[src/rtl/fetch_stage_if.sv]
// Fetch-stage bus: branch redirect and stall inputs, the instruction-memory
// req/ack handshake, and the {instr, pc, valid} bundle handed to decode.
interface fetch_stage_if;
  logic        br_taken;
  logic [31:0] br_target;
  logic        stall;
  logic        imem_req;
  logic [31:0] imem_addr;
  logic        imem_ack;
  logic [31:0] imem_rdata;
  logic [31:0] if_instr;
  logic [31:0] if_pc;
  logic        if_valid;

  modport master (
    input  br_taken, br_target, stall, imem_ack, imem_rdata,
    output imem_req, imem_addr, if_instr, if_pc, if_valid
  );

  modport slave (
    output br_taken, br_target, stall, imem_ack, imem_rdata,
    input  imem_req, imem_addr, if_instr, if_pc, if_valid
  );
endinterface

[src/rtl/fetch_stage.sv]
// Instruction-fetch stage: owns the PC, runs the imem req/ack handshake,
// squashes wrong-path fetches on a branch redirect and parks one returning
// fetch in a skid buffer while decode is stalled.
module fetch_stage #(
  parameter logic [31:0] RESET_PC  = 32'h0000_0000,
  parameter logic [31:0] NOP_INSTR = 32'h0000_0013
) (
  input logic          clk,
  input logic          rst,
  fetch_stage_if.master bus
);

  typedef enum logic {FETCH, DISCARD} state_e;

  localparam logic [31:0] PC_INIT = RESET_PC & ~32'h3;

  state_e      state_q, state_d;
  logic [31:0] pc_q, pc_d;
  logic        req_q, req_d;
  logic [31:0] addr_q, addr_d;
  logic        buf_valid_q, buf_valid_d;
  logic [31:0] buf_instr_q, buf_instr_d;
  logic [31:0] buf_pc_q, buf_pc_d;
  logic        if_valid_q, if_valid_d;
  logic [31:0] if_instr_q, if_instr_d;
  logic [31:0] if_pc_q, if_pc_d;

  logic        ack_v;
  logic        hold;
  logic [31:0] target;

  // Next-state: redirect first, then output register / skid buffer, then request.
  always_comb begin
    state_d     = state_q;
    pc_d        = pc_q;
    buf_valid_d = buf_valid_q;
    buf_instr_d = buf_instr_q;
    buf_pc_d    = buf_pc_q;
    if_valid_d  = if_valid_q;
    if_instr_d  = if_instr_q;
    if_pc_d     = if_pc_q;

    ack_v  = req_q & bus.imem_ack;
    hold   = req_q & ~bus.imem_ack;
    target = bus.br_target & ~32'h3;

    if (bus.br_taken) begin
      pc_d        = target;
      if_valid_d  = 1'b0;
      if_instr_d  = NOP_INSTR;
      buf_valid_d = 1'b0;
      // An unacked request must still be drained at its old address.
      state_d     = hold ? DISCARD : FETCH;
    end else begin
      if (!bus.stall && buf_valid_q) begin
        if_valid_d  = 1'b1;
        if_instr_d  = buf_instr_q;
        if_pc_d     = buf_pc_q;
        buf_valid_d = 1'b0;
      end else if (state_q == FETCH && ack_v && (!bus.stall || !if_valid_q)) begin
        if_valid_d = 1'b1;
        if_instr_d = bus.imem_rdata;
        if_pc_d    = pc_q;
      end else if (!bus.stall) begin
        if_valid_d = 1'b0;
        if_instr_d = NOP_INSTR;
      end

      if (state_q == FETCH && ack_v) begin
        pc_d = pc_q + 32'd4;
        if (bus.stall && if_valid_q) begin
          buf_valid_d = 1'b1;
          buf_instr_d = bus.imem_rdata;
          buf_pc_d    = pc_q;
        end
      end

      if (state_q == DISCARD && ack_v) state_d = FETCH;
    end

    // Request is held stable until acked; a new one starts only with room downstream.
    if (hold) begin
      req_d  = 1'b1;
      addr_d = addr_q;
    end else begin
      req_d  = !buf_valid_d && !(bus.stall && if_valid_d);
      addr_d = pc_d;
    end
  end

  // State registers with asynchronous reset.
  always_ff @(posedge clk or posedge rst) begin
    if (rst) begin
      state_q     <= FETCH;
      pc_q        <= PC_INIT;
      req_q       <= 1'b0;
      addr_q      <= PC_INIT;
      buf_valid_q <= 1'b0;
      buf_instr_q <= NOP_INSTR;
      buf_pc_q    <= '0;
      if_valid_q  <= 1'b0;
      if_instr_q  <= NOP_INSTR;
      if_pc_q     <= '0;
    end else begin
      state_q     <= state_d;
      pc_q        <= pc_d;
      req_q       <= req_d;
      addr_q      <= addr_d;
      buf_valid_q <= buf_valid_d;
      buf_instr_q <= buf_instr_d;
      buf_pc_q    <= buf_pc_d;
      if_valid_q  <= if_valid_d;
      if_instr_q  <= if_instr_d;
      if_pc_q     <= if_pc_d;
    end
  end

  assign bus.imem_req  = req_q;
  assign bus.imem_addr = addr_q;
  assign bus.if_valid  = if_valid_q;
  assign bus.if_instr  = if_instr_q;
  assign bus.if_pc     = if_pc_q;

endmodule

[src/flat_wrapper.sv]
// flat-port wrapper written by rule: the top's interface ports become plain ports
module fetch_stage_flat 
#(
  parameter logic [31:0] RESET_PC  = 32'h0000_0000,
  parameter logic [31:0] NOP_INSTR = 32'h0000_0013
)
  (clk, rst, bus_br_taken, bus_br_target, bus_stall, bus_imem_ack, bus_imem_rdata, bus_imem_req, bus_imem_addr, bus_if_instr, bus_if_pc, bus_if_valid);
  fetch_stage_if bus_i ();
  input logic clk;
  input logic rst;
  input wire logic [$bits(bus_i.br_taken)-1:0] bus_br_taken;
  input wire logic [$bits(bus_i.br_target)-1:0] bus_br_target;
  input wire logic [$bits(bus_i.stall)-1:0] bus_stall;
  input wire logic [$bits(bus_i.imem_ack)-1:0] bus_imem_ack;
  input wire logic [$bits(bus_i.imem_rdata)-1:0] bus_imem_rdata;
  output wire logic [$bits(bus_i.imem_req)-1:0] bus_imem_req;
  output wire logic [$bits(bus_i.imem_addr)-1:0] bus_imem_addr;
  output wire logic [$bits(bus_i.if_instr)-1:0] bus_if_instr;
  output wire logic [$bits(bus_i.if_pc)-1:0] bus_if_pc;
  output wire logic [$bits(bus_i.if_valid)-1:0] bus_if_valid;
  assign bus_i.br_taken = bus_br_taken;
  assign bus_i.br_target = bus_br_target;
  assign bus_i.stall = bus_stall;
  assign bus_i.imem_ack = bus_imem_ack;
  assign bus_i.imem_rdata = bus_imem_rdata;
  assign bus_imem_req = bus_i.imem_req;
  assign bus_imem_addr = bus_i.imem_addr;
  assign bus_if_instr = bus_i.if_instr;
  assign bus_if_pc = bus_i.if_pc;
  assign bus_if_valid = bus_i.if_valid;
  fetch_stage #(.RESET_PC(RESET_PC), .NOP_INSTR(NOP_INSTR)) u_core (.clk(clk), .rst(rst), .bus(bus_i));
endmodule
[config.mk]
export PLATFORM = sky130hd
export DESIGN_NAME = fetch_stage_flat
export DESIGN_NICKNAME = d
export VERILOG_FILES = /design/src/rtl/fetch_stage_if.sv /design/src/rtl/fetch_stage.sv /design/src/flat_wrapper.sv
export SDC_FILE = /design/constraint.sdc
export NUM_CORES = 1
export LEC_CHECK = 0
export ABC_CLOCK_PERIOD_IN_PS = 15570
export CELL_PAD_IN_SITES_DETAIL_PLACEMENT = 1
export CELL_PAD_IN_SITES_GLOBAL_PLACEMENT = 2
export CORE_MARGIN = 8
export CORE_UTILIZATION = 35
export DETAILED_ROUTE_END_ITERATION = 10
export PLACE_DENSITY_LB_ADDON = 0.1
export SLEW_MARGIN = 20
export SYNTH_ARGS = -nofsm -noshare
export SYNTH_HDL_FRONTEND = slang
export SYNTH_SLANG_ARGS = --single-unit
[constraint.sdc]
create_clock -name clk -period 15.57 [get_ports clk]
set_clock_uncertainty 0.05 [all_clocks]
set_input_delay 2.3355 -clock clk [delete_from_list [all_inputs] [get_ports clk]]
set_output_delay 2.3355 -clock clk [all_outputs]
set_load 0.005 [all_outputs]
Yosys cells after proc, flatten, opt, wreduce, memory -nomap -nowiden
Cells that the tools add are included.
W data, S select, Z words.

word-level totals
  bits in registers = 196
  input port bits = 69
  output and inout port bits = 98
  logic and storage cells = 53

operators by class
  add/sub/neg operators = 1
  eq/ne operators = 1
  muxes and demuxes = 20
  bitwise gates (word level) = 5
  reductions and logical operators = 16

operators by type and width
  operator                 number
  $mux W32                 8
  $add A32 B3 Y32 const B  1
  $mux W1                  12
  $logic_and A1 B1 Y1      7
  $logic_not A1 Y1         4
  $ne A4 B2 Y1 const B     1
  $reduce_bool A2 Y1       2
  $not A1 Y1               3
  $reduce_and A3 Y1        1
  $and A1 B1 Y1            2
  $reduce_and A2 Y1        1
  $logic_or A1 B1 Y1       1

Longest topological paths before layout
  depth after elaboration = 10
  depth in mapped cells = 8
  depth with buffers taken out = 6

Worst setup path before layout
Ideal clock, no wire load.

  path kind = in2reg
  from = in bus_imem_ack
  to = reg u_core.addr_q[31] (netlist: u_core.bus.imem_addr[31])
  library setup time = 0.126 ns
  arrival = 3.488 ns
  data required time = 15.394 ns
  setup slack = 11.906 ns
  stages = 6
  path buffers = 1
  cell sequence = nand3b_2 -> nor4_4 -> buf_6 -> nand4_1 -> xnor2_1 -> a221o_1

on the way
  longest elaborated chain between the ends = 4
  elaborated cells between the ends (all ways) = 6
  classes of those cells = mux: 2; bitwise: 3; reduce/logical: 1

RTL lines
  item                  RTL line            source
  start, declared       flat_wrapper.sv:14  input wire logic [$bits(bus_i.imem_ack)-1:0] bus_imem_ack;
  $and A1 B1 Y1         fetch_stage.sv:43   ack_v = req_q & bus.imem_ack;
  $logic_and A1 B1 Y1   fetch_stage.sv:69   if (state_q == FETCH && ack_v) begin
  $mux W32              fetch_stage.sv:69
  $mux W32              fetch_stage.sv:47   if (bus.br_taken) begin
  end signal, assigned  fetch_stage.sv:108  addr_q <= addr_d;
  end, declared         fetch_stage.sv:20   logic [31:0] addr_q, addr_d;

Several ways; a longest one is shown, not always the timed one.
A chain may end at the register's enable or synchronous reset.

Worst setup path in the final report
  from = in bus_imem_ack
  to = reg u_core.buf_pc_q[29]

on the way
  longest elaborated chain between the ends = 3

RTL lines
  item                                RTL line            source
  $and A1 B1 Y1                       fetch_stage.sv:43
  $logic_and A1 B1 Y1                 fetch_stage.sv:69
  $reduce_and A3 Y1 (no source line)  --
  end signal, assigned                fetch_stage.sv:111  buf_pc_q <= buf_pc_d;
  end, declared                       fetch_stage.sv:23   logic [31:0] buf_pc_q, buf_pc_d;

No other way between the ends.

==> reports/metrics.cfg <==
[run]
maxCapViolCount = 0

[worst_setup_path]
cpPeakStageDelay_ns = 0.69
rrSetupSlack_ns = 12.76
startpoint_type = input pin
crit_type = in2reg
path_max_fanout = 49
slowest_stage = buf_4
reg2reg_depth = 5
cp.required_ns = 15.83
cp_cell_sequence = clkdlybuf4s50_1, and3b_1, and3_2, buf_4, mux2_2
cp.arrival_ns = 5.12
crit_path_end_kind = flip-flop

[logic_synthesis]
ys_ff_latch = 196
yosys.area_share.simple = 0.1210
muxShareOfSynthArea = 0.1499
synthFlopType = dfrtp_1
yosys_warnings = 0
synthesis.nets = 797
async_reset_ff_frac = 1.000
synthXorXnorAreaFrac = 0.02803
syn_inst = 727
synth_cell_types = 55
synth-compound-area-share = 0.1012
synth_top_family_by_area = multiplexers
syn_area_sq_um = 8705
synth-edff-count = 0
synth_adder_area_share = 0.001437
yosysSeqAreaShare = 0.5643
syn-mean-instance-area_sq_um = 11.97

[floorplanning]
io_pins = 167
dieArea_sq_um = 30170
start_util = 0.3569
die_h_microns = 173.7
core_area_sq_um = 24390
die_w_microns = 173.7
rows = 57

[sta]
setup_tns_ns = 0
hold_ws_ns = 0.4302
setup_ws_ns = 10.71
grt_setup_unrepaired = no
fin_crit_ns = 4.859
hold_viol_final = 0
slew_viol_final = 0
worst_pin_slew_ns = 1.076
slew_headroom = 0.2826
finalSetupViolCount = 0
min_period_over_period = 0.3121
clock.fmax_ghz = 0.2058

[route]
drt-total-wl_microns = 25030
vias = 6310
wl_met1_microns = 11810
antenna_left = 0
met3_length_microns = 1069
dr.pass1.iters = 4
drc_errors = 0
wl_met2_microns = 11870
wl_per_cell_microns = 20.77
routed_via_density = 5.237
drtIter0Drc = 355
highest_layer = met5

[placed_design]
io_buffers = 164
hpwl_microns = 16350
place_congestion = 0.7598
place_ws_ns = 10.17

[power]
clkPwrFrac = 0.323
p_sw_uw = 381.5
finalPower_uw = 1346
power_frac_comb = 0.186
seq_power_share = 0.491
switching_share = 0.2834
power_density_nw_per_um2 = 121.0
ir_worst_vdd_mv = 0.05194
leakage_uw = 0.004700
intPower_uw = 964.6

[clock_network]
cts_root_buf = clkbuf_16
cts.clk_slew.worst_paths_ns = 0.07
clock-sinks = 196
clockBufferDepth = 2
clk_latency_ns = 0.44
cts_setup_buffers = 0
cts_tree = built
htree_levels = 4
cts_resized = 0
cts_buffers = 17
postCtsHoldBufs = 0

[global_route]
grt_overflow = 0
grt_pass1_wl_microns = 41210
grt_max_degree = 127
antenna_found_initial = 1
grt.total_usage = 0.1695
grt_pass1_vias = 7189

[final_layout]
final_util = 0.4560
areaGrowthSynthToFinish_pct = 27.79
final_common_cell = dfrtp_1
drive_above_1_share = 0.1761
nNetsFinal = 937
final_cell_mix = 190 x dfrtp_1, 163 x clkdlybuf4s50_1, 74 x mux2_2, 62 x nand2_1, 54 x nor2_1
n_fill_cell = 2602

[hold_path]
min_path_cells = 2
hold_path.class = reg2reg

[status]
status = finished clean

-- layout make-up --
cell class / count / area (sq um) / share of cell area
Sequential cell: 196 / 4912 / 0.4416
Multi-Input combinational cell: 480 / 3525 / 0.3169
Timing Repair Buffer: 170 / 1682 / 0.1512
Clock buffer: 18 / 439.2 / 0.03948
Tap cell: 324 / 405.4 / 0.03645
Clock inverter: 14 / 142.6 / 0.01282
Inverter: 2 / 15.01 / 0.001350
Antenna cell: 1 / 2.502 / 0.0002250
-- cells by family after synthesis --
logic type                 Yosys count
DFF                                196
adders and majority gates            1
buffers and inverters               51
muxes                              120
xor gates and xnor gates            27
and+or+nand+nor                    195
AOI/OAI and AO/OA                  137
-- flip-flops by register name (all words and copies together), names as in the netlist --
signal                flops
u_core.buf_pc_q          32
u_core.state_q            1
u_core.buf_valid_q        1
u_core.bus.imem_addr     32
u_core.pc_q              32
u_core.bus.if_instr      32
u_core.bus.if_pc         32
u_core.bus.imem_req       1
u_core.buf_instr_q       32
u_core.bus.if_valid       1
-- power by group through the flow --
stage | clock [uW] | sequential, uW | combinational [uW]
2_1_floorplan | 0 | 655 | 124
3_3_place_gp | 0 | 664 | 248
3_5_place_dp | 0 | 671 | 255
4_1_cts | 450 | 663 | 257
5_1_grt | 471 | 675 | 277
6_report | 435 | 661 | 250
-- critical path, delay by kind of cell --
family                 cells  cell delay (ns)
buffers and inverters      2             1.31
and+or+nand+nor            2             1.03
muxes                      1             0.41
-- metal layers --
layer / GRT usage / vias up
met5: 0 / -
met4: 0.04346 / 2
met3: 0.03703 / 22
met2: 0.2786 / 153
met1: 0.2233 / 3266
li1: - / 2867
-- Yosys cell counts (2+ instances only) --
library cell  instances  area share
dfrtp_1             190        0.55
mux2_2               74       0.096
nand2_1              62       0.027
nor2_1               55       0.024
a21oi_1              43       0.025
o21ai_0              38       0.022
mux2i_1              37       0.043
a22oi_1              29       0.025
and3_1               23       0.017
xnor2_1              21       0.021
buf_2                17      0.0098
clkbuf_1             17      0.0073
a221o_1              15       0.017
nand4_2              10       0.014
mux2_1                9       0.012
nand3_1               8      0.0046
nand4_1               7      0.0050
buf_4                 6      0.0052
buf_6                 6      0.0078
dfstp_2               6       0.018
nor2b_1               5      0.0036
xor2_1                5      0.0050
and2_1                4      0.0029
nand3_2               4      0.0046
o31ai_1               4      0.0034
buf_1                 2     0.00086
or3_1                 2      0.0014
-- per-stage QoR --
step	instance area [sq um]	std cells
finish	11120	1205
global route	11120	1204
global placement	10540	1172
detailed placement	10540	1172
CTS	11120	1204
floorplan	8705	727
-- path summary, 6_finish.rpt --
check	from	end
worst max-delay path	bus_imem_ack	u_core.buf_pc_q[29]$_DFFE_PP0P_
worst min-delay path	u_core.bus.imem_addr[1]$_DFFE_PP0N_	u_core.bus.imem_addr[1]$_DFFE_PP0N_
worst max register to register	u_core.pc_q[12]$_DFF_PP0_	u_core.bus.imem_addr[31]$_DFFE_PP0N_
worst min register to register	u_core.bus.imem_addr[1]$_DFFE_PP0N_	u_core.bus.imem_addr[1]$_DFFE_PP0N_
max in group asynchronous	rst	u_core.pc_q[22]$_DFF_PP0_
min in group asynchronous	rst	u_core.buf_instr_q[18]$_DFFE_PP0P_
Note: power is estimated with default switching activity, not from simulation.
